[src/rtl/clint.sv]
// Core-local interrupt controller: sequences trap-entry / trap-return CSR writes
// on the CSR file's secondary port, then issues a one-cycle fetch redirect.
module clint #(
  parameter logic [31:0] ASYNC_CAUSE = 32'h8000_0007,
  parameter int          INT_W       = 8
) (
  input  logic              clk,
  input  logic              rst,
  input  logic [31:0]       inst_i,
  input  logic [31:0]       inst_addr_i,
  input  logic              jump_flag_i,
  input  logic [31:0]       jump_addr_i,
  input  logic [INT_W-1:0]  int_flag_i,
  input  logic              ex_csr_we_i,
  input  logic [31:0]       csr_mtvec_i,
  input  logic [31:0]       csr_mepc_i,
  input  logic [31:0]       csr_mstatus_i,
  input  logic              global_int_en_i,
  output logic              hold_flag_o,
  output logic              we_o,
  output logic [31:0]       waddr_o,
  output logic [31:0]       wdata_o,
  output logic              int_assert_o,
  output logic [31:0]       int_addr_o
);

  localparam logic [31:0] INST_ECALL  = 32'h0000_0073;
  localparam logic [31:0] INST_EBREAK = 32'h0010_0073;
  localparam logic [31:0] INST_MRET   = 32'h3020_0073;

  localparam logic [31:0] CSR_MSTATUS = 32'h0000_0300;
  localparam logic [31:0] CSR_MEPC    = 32'h0000_0341;
  localparam logic [31:0] CSR_MCAUSE  = 32'h0000_0342;

  typedef enum logic [2:0] {
    S_IDLE,
    S_W_MEPC,
    S_W_MSTATUS,
    S_W_MCAUSE,
    S_ASSERT,
    S_R_MSTATUS,
    S_R_ASSERT
  } state_t;

  state_t      state_reg, state_next;
  logic [31:0] cause_reg, cause_next;
  logic [31:0] epc_reg, epc_next;

  logic is_ecall, is_ebreak, is_mret, is_async;
  logic sync_trap, trigger;
  logic [31:0] mstatus_entry, mstatus_return;

  assign is_ecall  = (inst_i == INST_ECALL);
  assign is_ebreak = (inst_i == INST_EBREAK);
  assign is_mret   = (inst_i == INST_MRET);
  assign is_async  = (|int_flag_i) & global_int_en_i;
  assign sync_trap = is_ecall | is_ebreak;
  assign trigger   = (state_reg == S_IDLE) & (sync_trap | is_mret | is_async);

  // Entry stacks MIE into MPIE and disables interrupts; return restores MIE and sets MPIE.
  always_comb begin
    mstatus_entry     = csr_mstatus_i;
    mstatus_entry[7]  = csr_mstatus_i[3];
    mstatus_entry[3]  = 1'b0;
    mstatus_return    = csr_mstatus_i;
    mstatus_return[3] = csr_mstatus_i[7];
    mstatus_return[7] = 1'b1;
  end

  always_ff @(posedge clk) begin
    if (rst) begin
      state_reg <= S_IDLE;
      cause_reg <= '0;
      epc_reg   <= '0;
    end else begin
      state_reg <= state_next;
      cause_reg <= cause_next;
      epc_reg   <= epc_next;
    end
  end

  always_comb begin
    state_next = state_reg;
    cause_next = cause_reg;
    epc_next   = epc_reg;
    unique case (state_reg)
      S_IDLE: begin
        if (sync_trap) begin
          state_next = S_W_MEPC;
          cause_next = is_ecall ? 32'd11 : 32'd3;
          epc_next   = inst_addr_i;
        end else if (is_mret) begin
          state_next = S_R_MSTATUS;
        end else if (is_async) begin
          state_next = S_W_MEPC;
          cause_next = ASYNC_CAUSE;
          epc_next   = jump_flag_i ? jump_addr_i : inst_addr_i;
        end
      end
      // A write colliding with the execute-stage port is lost, so the step repeats.
      S_W_MEPC:    if (!ex_csr_we_i) state_next = S_W_MSTATUS;
      S_W_MSTATUS: if (!ex_csr_we_i) state_next = S_W_MCAUSE;
      S_W_MCAUSE:  if (!ex_csr_we_i) state_next = S_ASSERT;
      S_R_MSTATUS: if (!ex_csr_we_i) state_next = S_R_ASSERT;
      S_ASSERT:    state_next = S_IDLE;
      S_R_ASSERT:  state_next = S_IDLE;
      default:     state_next = S_IDLE;
    endcase
  end

  // Outputs are forced low while reset is held so an in-flight write is not issued.
  always_comb begin
    hold_flag_o  = 1'b0;
    we_o         = 1'b0;
    waddr_o      = '0;
    wdata_o      = '0;
    int_assert_o = 1'b0;
    int_addr_o   = '0;
    if (!rst) begin
      hold_flag_o = (state_reg != S_IDLE) | trigger;
      unique case (state_reg)
        S_W_MEPC: begin
          we_o    = 1'b1;
          waddr_o = CSR_MEPC;
          wdata_o = epc_reg;
        end
        S_W_MSTATUS: begin
          we_o    = 1'b1;
          waddr_o = CSR_MSTATUS;
          wdata_o = mstatus_entry;
        end
        S_W_MCAUSE: begin
          we_o    = 1'b1;
          waddr_o = CSR_MCAUSE;
          wdata_o = cause_reg;
        end
        S_R_MSTATUS: begin
          we_o    = 1'b1;
          waddr_o = CSR_MSTATUS;
          wdata_o = mstatus_return;
        end
        S_ASSERT: begin
          int_assert_o = 1'b1;
          int_addr_o   = csr_mtvec_i;
        end
        S_R_ASSERT: begin
          int_assert_o = 1'b1;
          int_addr_o   = csr_mepc_i;
        end
        default: ;
      endcase
    end
  end

endmodule

[config.mk]
export PLATFORM = sky130hd
export DESIGN_NAME = clint
export DESIGN_NICKNAME = d
export VERILOG_FILES = /design/src/rtl/clint.sv
export SDC_FILE = /design/constraint.sdc
export NUM_CORES = 1
export LEC_CHECK = 0
export CAP_MARGIN = 5
export CORE_AREA = 5 5 115 117
export DETAILED_ROUTE_END_ITERATION = 10
export DIE_AREA = 0 0 120 122
export PLACE_DENSITY = 0.82
export SYNTH_ARGS = -nofsm -noshare
export SYNTH_HDL_FRONTEND = slang
export SYNTH_SLANG_ARGS = --single-unit
[constraint.sdc]
create_clock -name clk -period 6.07 [get_ports clk]
set_clock_uncertainty 0.15 [all_clocks]
set_input_delay 0.9105 -clock clk [delete_from_list [all_inputs] [get_ports clk]]
set_output_delay 0.9105 -clock clk [all_outputs]
set_load 0.1 [all_outputs]
==> impl_metrics.tcl <==
set metrics [dict create \
    grt_pass1_vias 4243 \
    core_um2 12300 \
    netlist_top_cells_area "dfxtp_1 22%, a221oi_2 13%, a22oi_1 13%" \
    std_cell_rows 41 \
    drc_errors 0 \
    avgRoutedWirePerCell_um 17.7 \
    cts-buffers-inserted 5 \
    cp-endpoint "wdata_o[2]" \
    netlist_area_um2 3440 \
    track_usage 0.186 \
    outcome "finished clean" \
    drive_above_1_share 0.0983 \
    p_per_area_nw_per_um2 169 \
    fillerInstances 1160 \
    synth-seq-area-share 0.221 \
    critPathCaptureType "primary output" \
    route.met3.wl_um 1360 \
    io_buffers 276 \
    ios 304 \
    startpoint_type "flop" \
    ys_top_cells_by_count "69 x nor2_1, 58 x a22oi_1, 38 x dfxtp_1" \
    grt-ovfl-total 0 \
    synth_edf_count 0 \
    slew_viol_final 0 \
    cap_viol_max_count 0 \
    cts.path.max_buffers 2 \
    synth_ff_type "dfxtp_1" \
    drt_iter0_drc 232 \
    yosys_warnings 0 \
    postCtsHoldBufs 0 \
    start_util 0.281 \
    leakagePower_nw 2.25 \
    dr.max_layer_used "met4" \
    worst_pin_slew_ns 1.01 \
    post_cts_buffers 0 \
    finalWirelength_um 14900 \
    worstPathArrival_ns 3.34 \
    dieArea_um2 14600 \
    synthArstFlopShare 0 \
    cts_tree "done" \
    clk_pin_slew_ns 0.06 \
    synth-seq-cells 38 \
    cts_resized 0 \
    place.gp.congestion 0.745 \
    setup_tns_ns 0 \
    wl_met1_um 5900 \
    die_w_um 120 \
    clk_latency_ns 0.28 \
    rrSetupSlack_ns 3.45 \
    regArea_um2 761 \
    r2r_cells 6 \
    max_freq_mhz 227 \
    finalHoldViolations 0 \
    dieHeight_um 122 \
    synth_cell_types 40 \
    hp-start "cause_reg[1]$_SDFFE_PP0P_" \
    wl_met2_um 7400 \
    htreeDepth 2 \
    multi_input_area_um2 2250 \
    clock-sinks 38 \
    crit_path_start "state_reg[0]$_SDFFE_PP0P_" \
    grt_pass1_wl_um 21900 \
    diodes 0 \
    grt_max_degree 73 \
    power_mw 1.07 \
    yosysTopAreaCell "dfxtp_1" \
    irDropWorstVdd_mv 0.0957 \
    crit_fanout 19 \
    worstSetupPathType "reg -> out" \
    num_vias 4284 \
    relSlewSlack 0.326 \
    post-route-min-period_ns 4.40 \
    required_ns 5.01 \
    yosysMostFrequentCell "nor2_1" \
    setup_viol 0 \
    min_period_over_period 0.724 \
    r2r_start "state_reg[2]$_SDFFE_PP0P_" \
    rsz0062_at_grt "false" \
    root_buffer "clkbuf_16" \
    area_delta_synth_final_pct 84.3 \
    largest_register_ffs 32 \
    yosysTopAreaCellShare 0.221 \
    vias_per_cell 5.09 \
    antenna_found_initial 0 \
    r2r-end "epc_reg[23]$_SDFFE_PP0P_" \
    hp-class "reg -> reg" \
    firstDrtPassIters 6 \
    syn_inst 446 \
    nets 896 \
    dp_hpwl_um 11400 \
    avgSynthCellArea_um2 7.72 \
    postRouteAntennaNets 0 \
]
-- where the power goes --
group          switching [mW]  internal, mW  total, mW
logic                   0.282         0.195      0.476
registers              0.0200         0.277      0.297
clock network           0.104         0.192      0.296
-- worst max-delay path, stage by stage, from the launching register on --
cell and delay, ns:
dfxtp_1 0.55, nor2b_1 0.34, nand2_1 0.11, o21ai_2 0.25, buf_4 0.36, nand2_1 0.10
a31oi_1 0.17, clkdlybuf4s50_1 1.16
-- layer usage --
metal,vias up,GRT usage
li1,2084,-
met4,0,0.0501
met2,213,0.343
met3,18,0.0511
met5,-,0
met1,1969,0.212
-- how the worst min path moves through the flow --
| stage | endpoint | depth (start not counted) |
|---|---|---|
| 2_1_floorplan | cause_reg[1]$_SDFFE_PP0P_ | 2 |
| 3_3_place_gp | cause_reg[1]$_SDFFE_PP0P_ | 2 |
| 3_5_place_dp | cause_reg[1]$_SDFFE_PP0P_ | 2 |
| 4_1_cts | cause_reg[1]$_SDFFE_PP0P_ | 2 |
| 5_1_grt | epc_reg[17]$_SDFFE_PP0P_ | 2 |
| 6_report | cause_reg[1]$_SDFFE_PP0P_ | 2 |
-- final cells by class --
class                   instances  share of cell area
clock buffers                   5              0.0197
inverters                      37              0.0219
multi-input cells             321               0.354
well taps                     150              0.0296
flip-flops and latches         38               0.120
repair buffers                288               0.448
clock inverters                 3             0.00631
-- cell families (layout without fill, tap and decap cells) --
kind of cell | after synthesis | count (layout) | synth area share
simple gates | 115 | 115 | 0.164
compound gates | 178 | 178 | 0.444
buf+inv | 113 | 333 | 0.167
flops | 38 | 38 | 0.221
other cells | 1 | 27 | 0.00109
mux | 1 | 1 | 0.00291
-- cells in the final DEF (no fill, tap or decap), drive strengths merged --
cell type / instances
buf: 14
nand4: 3
a22oi: 58
mux2i: 1
a221oi: 33
or4: 2
nand2: 12
or3b: 1
o21ai: 10
or3: 1
a31oi: 4
nor4: 5
o31ai: 1
a21oi: 4
nor3: 4
dfxtp: 38
nand3b: 1
a211oi: 33
nand2b: 3
and3: 2
conb: 27
inv: 37
clkbuf: 5
and4b: 2
clkdlybuf4s50: 274
o21a: 1
o41a: 1
clkinv: 2
nor2b: 3
a21boi: 1
or2: 2
nor2: 69
bufinv: 1
a21o: 32
nand3: 4
and4bb: 1
-- stage by stage --
| stage | hold slack (ns) | worst slack, ns | instances | cell area [um^2] | utilization |
|---|---|---|---|---|---|
| final | 0.299 | 1.67 | 842 | 6340 | 0.518 |
| after global routing | 0.324 | 1.50 | 842 | 6340 | 0.518 |
| after CTS | 0.302 | 1.66 | 842 | 6340 | 0.518 |
| after detailed placement | 0.290 | 1.83 | 834 | 6180 | 0.504 |
| after global placement | 0.287 | 1.86 | 834 | 6180 | 0.504 |
| after floorplan | 0.276 | 1.08 | 472 | 3540 | - |
(Power assumes the default switching activity.)
